==> config.mk <==
export PLATFORM = sky130hd
export DESIGN_NAME = mdc_engine
export DESIGN_NICKNAME = d
export VERILOG_FILES = /design/src/rtl/mdc_pkg.sv /design/src/rtl/mdc_step.sv /design/src/rtl/mdc_engine.sv
export SDC_FILE = /design/constraint.sdc
export NUM_CORES = 1
export LEC_CHECK = 0
export BUFFER_PORTS_ARGS = -buffer_cell sky130_fd_sc_hd__buf_2
export CAP_MARGIN = 20
export CORE_UTILIZATION = 50
export DETAILED_ROUTE_END_ITERATION = 7
export GPL_TIMING_DRIVEN = 0
export PLACE_DENSITY = 0.72
export SLEW_MARGIN = 20
export SYNTH_ARGS = -nofsm -noshare
export SYNTH_HDL_FRONTEND = slang
export SYNTH_SLANG_ARGS = --single-unit
==> constraint.sdc <==
create_clock -name clk_i -period 2.3 [get_ports clk_i]
set_input_delay 0 -clock clk_i [delete_from_list [all_inputs] [get_ports clk_i]]
set_output_delay 0 -clock clk_i [all_outputs]
set_load 0.01 [all_outputs]
==> src/rtl/mdc_pkg.sv <==
// Shared types and defaults for the subtractive GCD (MDC) engine.
package mdc_pkg;

    typedef enum logic [1:0] {
        IDLE = 2'd0,
        CALC = 2'd1,
        DONE = 2'd2
    } mdc_state_e;

    localparam int MDC_WIDTH_DEF = 8;

endpackage

==> src/rtl/mdc_step.sv <==
// One compare/subtract step of the subtractive GCD, purely combinational.
module mdc_step #(
    parameter int WIDTH = 8
) (
    input  logic [WIDTH-1:0] x,
    input  logic [WIDTH-1:0] y,
    output logic [WIDTH-1:0] next_x,
    output logic [WIDTH-1:0] next_y,
    output logic             terminal,
    output logic [WIDTH-1:0] result,
    output logic             is_zero,
    output logic             sub
);

    // The smaller operand is always the subtrahend, so no underflow is possible.
    always_comb begin
        next_x   = x;
        next_y   = y;
        terminal = 1'b0;
        result   = x;
        is_zero  = 1'b0;
        sub      = 1'b0;
        if ((x == '0) || (y == '0)) begin
            terminal = 1'b1;
            result   = (x > y) ? x : y;
            is_zero  = (x == '0) && (y == '0);
        end else if (x > y) begin
            next_x = x - y;
            sub    = 1'b1;
        end else if (y > x) begin
            next_y = y - x;
            sub    = 1'b1;
        end else begin
            terminal = 1'b1;
            result   = x;
        end
    end

endmodule

==> src/rtl/mdc_engine.sv <==
// WIDTH-bit subtractive GCD engine with valid/ready handshakes and abort.
// Define MDC_ITER_CNT_EN to add the iter_o subtraction counter.
module mdc_engine
    import mdc_pkg::*;
#(
    parameter int WIDTH = MDC_WIDTH_DEF
) (
    input  logic             clk_i,
    input  logic             rst_i,
    input  logic             clr_i,
    input  logic             in_valid_i,
    output logic             in_ready_o,
    input  logic [WIDTH-1:0] dtx_i,
    input  logic [WIDTH-1:0] dty_i,
    output logic             out_valid_o,
    input  logic             out_ready_i,
    output logic [WIDTH-1:0] dt_o,
    output logic             zero_o,
    output logic             operation_o
`ifdef MDC_ITER_CNT_EN
    ,
    output logic [WIDTH-1:0] iter_o
`endif
);

    mdc_state_e       state_q, state_d;
    logic [WIDTH-1:0] x_q, x_d, y_q, y_d, dt_q, dt_d;
    logic             zero_q, zero_d, out_valid_q, out_valid_d, in_ready_q, in_ready_d;
    logic [WIDTH-1:0] step_next_x, step_next_y, step_result;
    logic             step_terminal, step_is_zero, step_sub;
    logic             load_s;

    mdc_step #(.WIDTH(WIDTH)) u_step (
        .x        (x_q),
        .y        (y_q),
        .next_x   (step_next_x),
        .next_y   (step_next_y),
        .terminal (step_terminal),
        .result   (step_result),
        .is_zero  (step_is_zero),
        .sub      (step_sub)
    );

    assign load_s      = ~clr_i && (state_q == IDLE) && in_valid_i;
    assign operation_o = (state_q == CALC) && step_sub;

    // Next-state and datapath; abort wins over every handshake.
    always_comb begin
        state_d = state_q;
        x_d     = x_q;
        y_d     = y_q;
        dt_d    = dt_q;
        zero_d  = zero_q;
        if (clr_i) begin
            state_d = IDLE;
        end else begin
            case (state_q)
                IDLE: begin
                    if (load_s) begin
                        x_d     = dtx_i;
                        y_d     = dty_i;
                        state_d = CALC;
                    end else begin
                        state_d = IDLE;
                    end
                end
                CALC: begin
                    if (step_terminal) begin
                        dt_d    = step_result;
                        zero_d  = step_is_zero;
                        state_d = DONE;
                    end else begin
                        x_d = step_next_x;
                        y_d = step_next_y;
                    end
                end
                DONE: begin
                    if (out_ready_i) begin
                        state_d = IDLE;
                    end else begin
                        state_d = DONE;
                    end
                end
                default: state_d = IDLE;
            endcase
        end
        out_valid_d = (state_d == DONE);
        in_ready_d  = (state_d == IDLE);
    end

    // FSM and output registers.
    always_ff @(posedge clk_i or posedge rst_i) begin
        if (rst_i) begin
            state_q     <= IDLE;
            x_q         <= '0;
            y_q         <= '0;
            dt_q        <= '0;
            zero_q      <= 1'b0;
            out_valid_q <= 1'b0;
            in_ready_q  <= 1'b1;
        end else begin
            state_q     <= state_d;
            x_q         <= x_d;
            y_q         <= y_d;
            dt_q        <= dt_d;
            zero_q      <= zero_d;
            out_valid_q <= out_valid_d;
            in_ready_q  <= in_ready_d;
        end
    end

    assign dt_o        = dt_q;
    assign zero_o      = zero_q;
    assign out_valid_o = out_valid_q;
    assign in_ready_o  = in_ready_q;

`ifdef MDC_ITER_CNT_EN
    logic [WIDTH-1:0] iter_q, iter_d;

    // Counter cannot overflow: at most 2^WIDTH-2 subtractions per operation.
    always_comb begin
        if (load_s) begin
            iter_d = '0;
        end else if (operation_o) begin
            iter_d = iter_q + {{(WIDTH-1){1'b0}}, 1'b1};
        end else begin
            iter_d = iter_q;
        end
    end

    // Subtraction counter register.
    always_ff @(posedge clk_i or posedge rst_i) begin
        if (rst_i) begin
            iter_q <= '0;
        end else begin
            iter_q <= iter_d;
        end
    end

    assign iter_o = iter_q;
`endif

endmodule

==> flow_metrics.py <==
metrics = {
    "place": {
        "place_hpwl_mm": 3.72,
        "place_congestion": 0.867,
        "place_area_sq_um": 2430,
        "io_buffers": 32,
        "pre_cts_ws_ps": -483,
    },
    "finish": {
        "antenna_cells": 0,
        "num-fill-cells": 292,
        "regArea_sq_um": 728,
        "utilization": 0.730,
        "fin_area_sq_um": 2960,
        "final_cell_mix": "32 x buf_2, 27 x buf_4, 27 x dfrtp_1",
        "syn2layout_area_growth_pct": 37.7,
        "multi_input_area_sq_um": 1480,
        "final_common_cell": "buf_2",
        "num-nets-final": 327,
        "drive_gt1_frac": 0.450,
    },
    "synth": {
        "yosys_warnings": 0,
        "ys_ff_latch": 29,
        "synth_top_area_cell": "dfrtp_1",
        "synth_area_sq_um": 2150,
        "yosys-top-cells-area": "dfrtp_1 33%, ha_1 9.3%, mux2_1 7.9%",
        "syn_inst": 215,
        "yosysUniqueCellTypes": 47,
        "syn-num-nets": 254,
        "synth_area_per_cell_sq_um": 10.0,
        "synth_top_area_frac": 0.326,
        "yosysSeqAreaShare": 0.338,
    },
    "floorplan": {
        "initial_core_util": 0.530,
        "die_w_um": 67.6,
        "die_y_um": 67.6,
        "rows": 23,
        "die_area_sq_um": 4570,
        "core_sq_um": 4060,
        "num_io_pins": 33,
    },
    "sta": {
        "finalCriticalPeriod_ps": 2440,
        "setup_viol": 26,
        "slew_violations": 0,
        "period_share": 1.06,
        "slew_headroom": 0.573,
        "hold_viol_final": 0,
        "fin_worst_skew_ps": 6.68,
        "finalSetupTns_ps": -2380,
        "tightest_slew_ps": 640,
        "grt_setup_unrepaired": "true",
        "finalWorstSetupSlack_ps": -140,
        "clock.fmax_ghz": 0.410,
    },
    "run_status": {
        "violations": "negative setup slack",
        "status": "finished with violations",
    },
    "clocking": {
        "path_clk_slew_ps": 70,
        "clk_latency_ps": 290,
        "htree_levels": 2,
        "cts_buffer_depth": 2,
        "numClockSinks": 29,
        "cts_tree": "built",
        "cts-root-buf": "clkbuf_8",
        "cts_buffers": 5,
    },
    "critical_path": {
        "crit_top_cell": "a21o_1",
        "endpoint_kind": "register",
        "critPathArrivalTime_ps": 2610,
        "path_delay_family": "compound AO/OA/AOI/OAI gates",
        "cp-start-kind": "register",
        "setup.worst_path.class": "reg -> reg",
        "crit_required_ps": 2470,
        "critPathMaxStageDelay_ps": 390,
        "crit_slowest_cell": "dfrtp_1",
        "critPathBufInv": 3,
        "cp_max_fo": 5,
        "crit_chain": "inv_2, ha_4, buf_6, a21o_1, a21o_1, a221o_1, o21ai_2, and3_4, buf_8, mux2_4",
    },
    "grt": {
        "grt_max_degree": 30,
        "antenna_found_initial": 0,
        "grt_pass1_vias": 1807,
        "grt_first_pass_wirelength_mm": 8.82,
        "grt_overflow_total": 0,
        "grtUsageTotal": 0.277,
    },
    "route": {
        "ant_nets": 0,
        "via_count": 1870,
        "drt_iter0_markers": 130,
        "drtPass1Iterations": 4,
        "wl_per_cell_um": 16.9,
        "drc_errors": 0,
        "routed_via_density": 5.52,
        "drt-total-wl_mm": 5.73,
    },
    "worst_hold_path": {
        "hold_class": "in -> reg",
    },
    "pwr": {
        "p_sw_uw": 2460,
        "clkPwrFrac": 0.075,
        "power.internal_uw": 3070,
        "comb_power_share": 0.751,
        "powerDensity_nw_per_um2": 1870,
        "p_seq_frac": 0.175,
        "power_uw": 5530,
        "p_leak_uw": 0.00148,
        "swShare": 0.445,
        "vdd.ir_drop.worst_mv": 1.16,
    },
    "flow_run": {
        "cap_viol_max_count": 0,
    },
}
==> power by group through the flow <==
stage | combinational (uW) | sequential (uW) | clock (uW)
final | 4150 | 966 | 412
after global routing | 4500 | 999 | 444
after CTS | 3900 | 954 | 421
after detailed placement | 3030 | 986 | 0
after global placement | 2960 | 975 | 0
after floorplan | 2390 | 963 | 0
==> synth_stat cells, drive strengths merged <==
cell type / number
nor3: 3
nor4: 1
o21bai: 1
inv: 18
a221o: 2
mux2: 17
a31oi: 2
clkbuf: 3
nor2: 16
ha: 16
o21a: 4
nand3: 1
a221oi: 1
or3b: 1
mux2i: 16
a21oi: 17
o221ai: 1
a211oi: 2
fa: 2
dfstp: 1
and3: 1
or4: 4
xnor2: 2
xor2: 6
and2: 1
nand2b: 8
o41ai: 1
o22a: 1
nor2b: 1
nand2: 10
dfrtp: 28
a211o: 1
and4: 2
o31ai: 4
buf: 5
a21o: 6
o21ai: 7
or3: 1
o22ai: 1
==> worst register-to-register path, cell delays in order (launching register included) <==
cell and delay [ps]:
dfrtp_1 390, inv_2 80, ha_4 210, buf_6 120, a21o_1 180, a21o_1 170, a221o_1 330, o21ai_2 180
and3_4 220, buf_8 130, mux2_4 300
==> cell type report <==
cell class | count | share of cell area
multi-input cells | 160 | 0.501
flip-flops and latches | 29 | 0.246
clock inverters | 2 | 0.00338
clock buffers | 6 | 0.0245
inverters | 18 | 0.0228
well taps | 50 | 0.0211
repair buffers | 68 | 0.166
plain buffers | 6 | 0.0152
==> path summary, 6_finish.rpt <==
kind                               start  endpoint  slack [ps]  cells past startpoint
worst max-delay path              y_q[5]   dt_o[4]        -140                     10
worst min-delay path            dtx_i[0]    x_q[0]         0.5                      3
worst max register to register    y_q[5]   dt_o[4]        -140                     10
worst min register to register   dt_o[5]   dt_o[5]         500                      1
max in group asynchronous          rst_i    y_q[1]        1500                      3
min in group asynchronous          rst_i    x_q[5]         350                      3
==> metal layers <==
metal	GRT usage	routed length (um)	share of wire	up-vias
met5	0	0	0	-
met4	0.138	124	0.022	0
met3	0.0608	246	0.043	11
met2	0.444	2790	0.49	48
met1	0.348	2570	0.45	904
li1	-	-	-	907
==> what timing repair did <==
| item | CTS | global route |
|---|---|---|
| hold buffers | 2 | 0 |
| cloned | 1 | 0 |
| gates resized for setup | 33 | 10 |
| endpoints found under the hold margin | 31 | 0 |
| setup buffers | 30 | 3 |
| pin swaps | 17 | 11 |
| setup endpoints to repair | 26 | 26 |
==> logic make-up after synthesis <==
kind of cell               synth area share
AOI/OAI and AO/OA                     0.173
xor gates and xnor gates             0.0326
adders and majority gates             0.112
buffers and inverters                0.0553
DFF                                   0.338
muxes                                 0.167
and+or+nand+nor                       0.122
==> flip-flops by register name (all words and copies together) (netlist names) <==
name / count
y_q: 8
in_ready_o: 1
x_q: 8
zero_o: 1
dt_o: 8
state_q: 2
out_valid_o: 1
==> per-stage QoR <==
stage	cells	hold slack (ps)
2_1_floorplan	215	63.1
3_3_place_gp	297	200
3_5_place_dp	297	126
4_1_cts	338	3.35
5_1_grt	339	6.79
6_report	339	0.524
Power figures use the tool's default switching activity.
